File: config.mk
export PLATFORM = sky130hd
export DESIGN_NAME = sha2_ipu_datapath
export DESIGN_NICKNAME = d
export VERILOG_FILES = /design/src/rtl/sha2_ipu_datapath.sv
export SDC_FILE = /design/constraint.sdc
export NUM_CORES = 1
export LEC_CHECK = 0
export BUFFER_PORTS_ARGS = -buffer_cell sky130_fd_sc_hd__clkbuf_2
export CAP_MARGIN = 20
export CORE_MARGIN = 2
export CORE_UTILIZATION = 32
export DETAILED_ROUTE_END_ITERATION = 8
export GPL_ROUTABILITY_DRIVEN = 1
export SYNTH_ARGS = -nofsm -noshare
export SYNTH_HDL_FRONTEND = slang
export SYNTH_SLANG_ARGS = --single-unit
File: constraint.sdc
create_clock -name clk -period 28.9 [get_ports clk]
set_input_delay 2.89 -clock clk [delete_from_list [all_inputs] [get_ports clk]]
set_output_delay 2.89 -clock clk [all_outputs]
set_load 0.03 [all_outputs]
File: src/rtl/sha2_ipu_datapath.sv
// -----------------------------------------------------------------------------
// sha2_ipu_datapath
//
// Datapath of the SHA-2 input processing unit. Assembles 64-bit message packets
// into a 512-bit block (eight 64-bit words, word 0 most significant) and inserts
// SHA-2 padding words under command of the IPU control FSM.
//
// Ports:
//   clk       in   1   rising-edge clock
//   rst_b     in   1   asynchronous reset, active-high (clears all state)
//   clr       in   1   synchronous clear of all state
//   pkt       in  64   input message packet
//   st_pkt    in   1   store pkt into word[idx], add 64 to the message length
//   pad_pkt   in   1   store padding marker 64'h8000_0000_0000_0000
//   zero_pkt  in   1   store 64'h0
//   mgln_pkt  in   1   store the message length in bits (pre-edge value)
//   blk       out 512  assembled block, word k at blk[511-64k -: 64]
//   idx       out  3   index of the next word slot to be written
//
// Commands are prioritised clr > st_pkt > pad_pkt > zero_pkt > mgln_pkt; the
// losing commands in a cycle have no effect at all.
// -----------------------------------------------------------------------------
module sha2_ipu_datapath (
    input  logic         clk,
    input  logic         rst_b,
    input  logic         clr,
    input  logic [63:0]  pkt,
    input  logic         st_pkt,
    input  logic         pad_pkt,
    input  logic         zero_pkt,
    input  logic         mgln_pkt,
    output logic [511:0] blk,
    output logic [2:0]   idx
);

    localparam int unsigned NumWords  = 8;
    localparam int unsigned WordWidth = 64;

    localparam logic [WordWidth-1:0] PadMarker = 64'h8000_0000_0000_0000;
    localparam logic [WordWidth-1:0] PktBits   = 64'd64;

    typedef enum logic [2:0] {
        CmdNone,
        CmdClr,
        CmdStore,
        CmdPad,
        CmdZero,
        CmdLen
    } cmd_e;

    logic [WordWidth-1:0] words_q [NumWords];
    logic [WordWidth-1:0] words_d [NumWords];
    logic [2:0]           idx_q,    idx_d;
    logic [WordWidth-1:0] msglen_q, msglen_d;

    cmd_e                 cmd;
    logic                 wr_en;
    logic [WordWidth-1:0] wr_data;

    // Priority decode of the command strobes into a single command.
    always_comb begin
        cmd = CmdNone;
        if (clr) begin
            cmd = CmdClr;
        end else if (st_pkt) begin
            cmd = CmdStore;
        end else if (pad_pkt) begin
            cmd = CmdPad;
        end else if (zero_pkt) begin
            cmd = CmdZero;
        end else if (mgln_pkt) begin
            cmd = CmdLen;
        end
    end

    // Data to be written into the current slot; wr_en gates the slot write.
    always_comb begin
        wr_en   = 1'b0;
        wr_data = '0;
        unique case (cmd)
            CmdStore: begin
                wr_en   = 1'b1;
                wr_data = pkt;
            end
            CmdPad: begin
                wr_en   = 1'b1;
                wr_data = PadMarker;
            end
            CmdZero: begin
                wr_en   = 1'b1;
                wr_data = '0;
            end
            CmdLen: begin
                wr_en   = 1'b1;
                wr_data = msglen_q;
            end
            default: begin
                wr_en   = 1'b0;
                wr_data = '0;
            end
        endcase
    end

    // Next-state: only word[idx] changes on a write, idx wraps 7 -> 0 and the
    // length keeps counting across blocks until clr or reset.
    always_comb begin
        for (int i = 0; i < NumWords; i++) begin
            words_d[i] = words_q[i];
        end
        idx_d    = idx_q;
        msglen_d = msglen_q;

        if (cmd == CmdClr) begin
            for (int i = 0; i < NumWords; i++) begin
                words_d[i] = '0;
            end
            idx_d    = '0;
            msglen_d = '0;
        end else if (wr_en) begin
            words_d[idx_q] = wr_data;
            idx_d          = idx_q + 3'd1;
            if (cmd == CmdStore) begin
                msglen_d = msglen_q + PktBits;
            end
        end
    end

    always_ff @(posedge clk or posedge rst_b) begin
        if (rst_b) begin
            for (int i = 0; i < NumWords; i++) begin
                words_q[i] <= '0;
            end
            idx_q    <= '0;
            msglen_q <= '0;
        end else begin
            for (int i = 0; i < NumWords; i++) begin
                words_q[i] <= words_d[i];
            end
            idx_q    <= idx_d;
            msglen_q <= msglen_d;
        end
    end

    for (genvar k = 0; k < NumWords; k++) begin : g_blk
        assign blk[511 - 64*k -: 64] = words_q[k];
    end

    assign idx = idx_q;

endmodule

==> results.md <==
- Max IR drop VDD: approximately 0.033 mV
- Total Power: 1810 uW
- IO Port Bufs: 585
- Clock Skews: 25.1 ps
- Core ar.: between 70000 and 80000 um^2
- Tmin final: about 5600 ps
- TNS Setup: 0 ps
- Final Core Density: 0.405
- Period utilisation layout: 0.195
- Critical path class: in -> reg
- Net load switching power: between 400 and 500 uW
- Worst Hold Class: reg -> reg
- Cts bufs inserted: 66
- Power Internal: between 1000 and 1500 uW
- Crit-path most repeated cell: buf_4
- Worst-Margin Slew: 1100 ps
- DRC violations left: 0
- Final setup violation count: 0
- CP endpoint kind: flip-flop
- Syn. warnings: 0
- Post-Syn Area: 23800 um^2
- Cell area power density: between 60 and 70 nW/um^2
- Post-Route WL: between 80000 and 90000 um
- CTS root buffer: clkbuf_16
- Iteration-0 DRC Markers: roughly 2000
- WL per Instance: between 20 and 25 um
- Hold-fix buffers, CTS: 0
- Max cap viols: 0
- Post-DP Area: between 20000 and 30000 um^2
- Leak: about 0.014 uW
- GPL Wtd Cong: slightly above 0.8
- RSZ-0062 raised after global routing: no
- Grt total ovfl: 0
- Synth top area cells: dfrtp_1, nand3b_1, o21ai_0
- Slew Limit Headroom: 0.264
- Vias per cell: 5.36
- Ys flop type: dfrtp_1
- Sw Share: 0.252
- Share of layout cells above drive strength 1: 0.277
- Chip height: 277 um
- Crit path max fanout: approximately 220
- CTS max path bufs: 3
- Mean post-synth cell area: approximately 11 um^2
- Die width: 277 um
- Final Hold Vio Count: 0
- Clk pin slew, worst setup/hold paths: around 60 ps
- Crit-path slowest cell: buf_8
- Critical Path RT: between 20000 and 30000 ps
- Clk Latency, worst-skew pair: just over 600 ps
- WP buf/inv: 4
- Worst stage delay on the critical path: ~660 ps
- CTS tree: done
- Most common cell after layout, fill and taps aside: clkbuf_2
- FMAX: between 0.15 and 0.2 GHz
- CTS sink cnt: approximately 570
- Vias in the first global route: slightly below 20000
- FFs w/ async S/R, synth: 1.00
- Core Rows: just under 100
- Setup Fix Bufs, Post-CTS: 0
- Comb power frac: 0.069
- Pre-Repair DR Iteration Count: 7
- Remaining antenna violation count after routing: 0
- Global-route wire length before repair: 123000 um
- Crit-path cells: buf_8, buf_4, buf_16, nor2b_4, buf_4, a22oi_1, o21ai_0
- Clock Power Share: 0.476
- Outcome: complete, no violations
- Area delta synth->final: 24.8%
- Area leader, netlist: dfrtp_1
- Post-synth cell types: 36
- Seq/Total Area, Yosys: 0.603
- Synth top area share: 0.603
- Most frequent cells in the layout: clkbuf_2, dfrtp_1, o21ai_0
- Via Count: about 19000
- Synth Instances: 2133
- Largest delay share family, worst path: buffers and inverters
- Fin. max-slew vios: 0
- Number of synthesized register bits: around 570
- Post-synth EDFFs: 0
- Io pins: 586
- CTS H-tree depth: 3
- Setup WS post-layout: between 20000 and 25000 ps
- Largest net degree at the start of global routing: 216
- Die area: about 76000 um^2
- Post-DP HPWL: approximately 53000 um
- Sequential Power Share: 0.455
- Post-route cell area: around 30000 um^2
- Initial antenna violation count: 16
- Starting density of the core: 0.325
- Syn Nets: ~2200
- Pre-CTS WS: approximately 22000 ps
- Post-CTS Resized: 0
- Final nets: 2689
- Crit path launch type: primary input
- CP arrival: 6060 ps
- Tot GR Track Use: 0.207
==> routing by layer <==
metal | wire [um] | vias up | GRT usage
met3 | 5150 | 170 | 0.0417
met2 | 38600 | 770 | 0.334
met1 | 33600 | 9850 | 0.269
li1 | - | 8653 | -
met5 | 74 | - | 0
met4 | 3250 | 10 | 0.0928
==> worst paths after layout <==
path / startpoint / endpoint / slack (ps) / cells past startpoint
max reg2reg: idx[0] / blk[72] / 25970 / 5
min reg2reg: blk[75] / blk[75] / 510 / 2
min: blk[75] / blk[75] / 510 / 2
min in group asynchronous: rst_b / blk[101] / 2440 / 2
max in group asynchronous: rst_b / blk[7] / 24130 / 4
max: clr / blk[244] / 23270 / 7
==> sequential cells by signal (all words and copies together), names as in the netlist <==
signal	cells
blk	512
msglen_q	58
idx	3
==> synth_stat cells, types with 2 or more instances <==
| library cell | count |
|---|---|
| nand3_2 | 2 |
| mux2i_1 | 29 |
| buf_4 | 4 |
| xnor2_1 | 3 |
| nor2_1 | 30 |
| inv_1 | 11 |
| nand3b_1 | 526 |
| nand2_1 | 28 |
| o21ai_0 | 531 |
| nor4_1 | 10 |
| ha_1 | 2 |
| nand2b_1 | 28 |
| or3_1 | 3 |
| clkbuf_1 | 126 |
| nand4_1 | 22 |
| a21oi_1 | 7 |
| nor2b_1 | 5 |
| xor2_1 | 8 |
| o31ai_1 | 9 |
| nand3_1 | 20 |
| and3_1 | 5 |
| nor3_1 | 15 |
| or4_1 | 3 |
| dfrtp_1 | 573 |
| nor4_2 | 2 |
| buf_2 | 65 |
| a22oi_1 | 57 |
==> power groups by stage <==
stage                     sequential (uW)  combinational, uW  clock (uW)
after floorplan                       858               60.0           0
after global routing                  823                136         915
after global placement                836                125           0
after detailed placement              837                127           0
final                                 822                125         859
after CTS                             822                127         880
==> stage by stage <==
stage | hold slack, ps | std cells
floorplan | 466 | 2133
global placement | 490 | 3504
detailed placement | 497 | 3505
CTS | 512 | 3618
global route | 528 | 3628
finish | 508 | 3629
==> worst register-to-register path, stage by stage, from the launching register on <==
cell      delay [ps]
dfrtp_1          430
nor3_1           670
nand3_4          640
buf_4            660
nand3b_1         260
o21ai_0          110
==> layout make-up <==
| cell class | count | area (um^2) |
|---|---|---|
| clock buffer | 82 | 1820 |
| clock inverter | 31 | 407 |
| timing repair buffer | 611 | 3220 |
| inverter | 12 | 52.6 |
| multi-input combinational | 1352 | 8610 |
| sequential | 573 | 14300 |
| fill | 7032 | 43500 |
| antenna | 9 | 22.5 |
| tap | 959 | 1200 |
==> logic make-up after synthesis <==
kind of cell               synth area share
AOI/OAI and AO/OA                     0.134
xor gates and xnor gates            0.00405
muxes                                0.0122
DFF                                   0.603
buffers and inverters                0.0369
adders and majority gates           0.00105
and+or+nand+nor                       0.208
No activity file was read; power rests on OpenSTA's default activity.
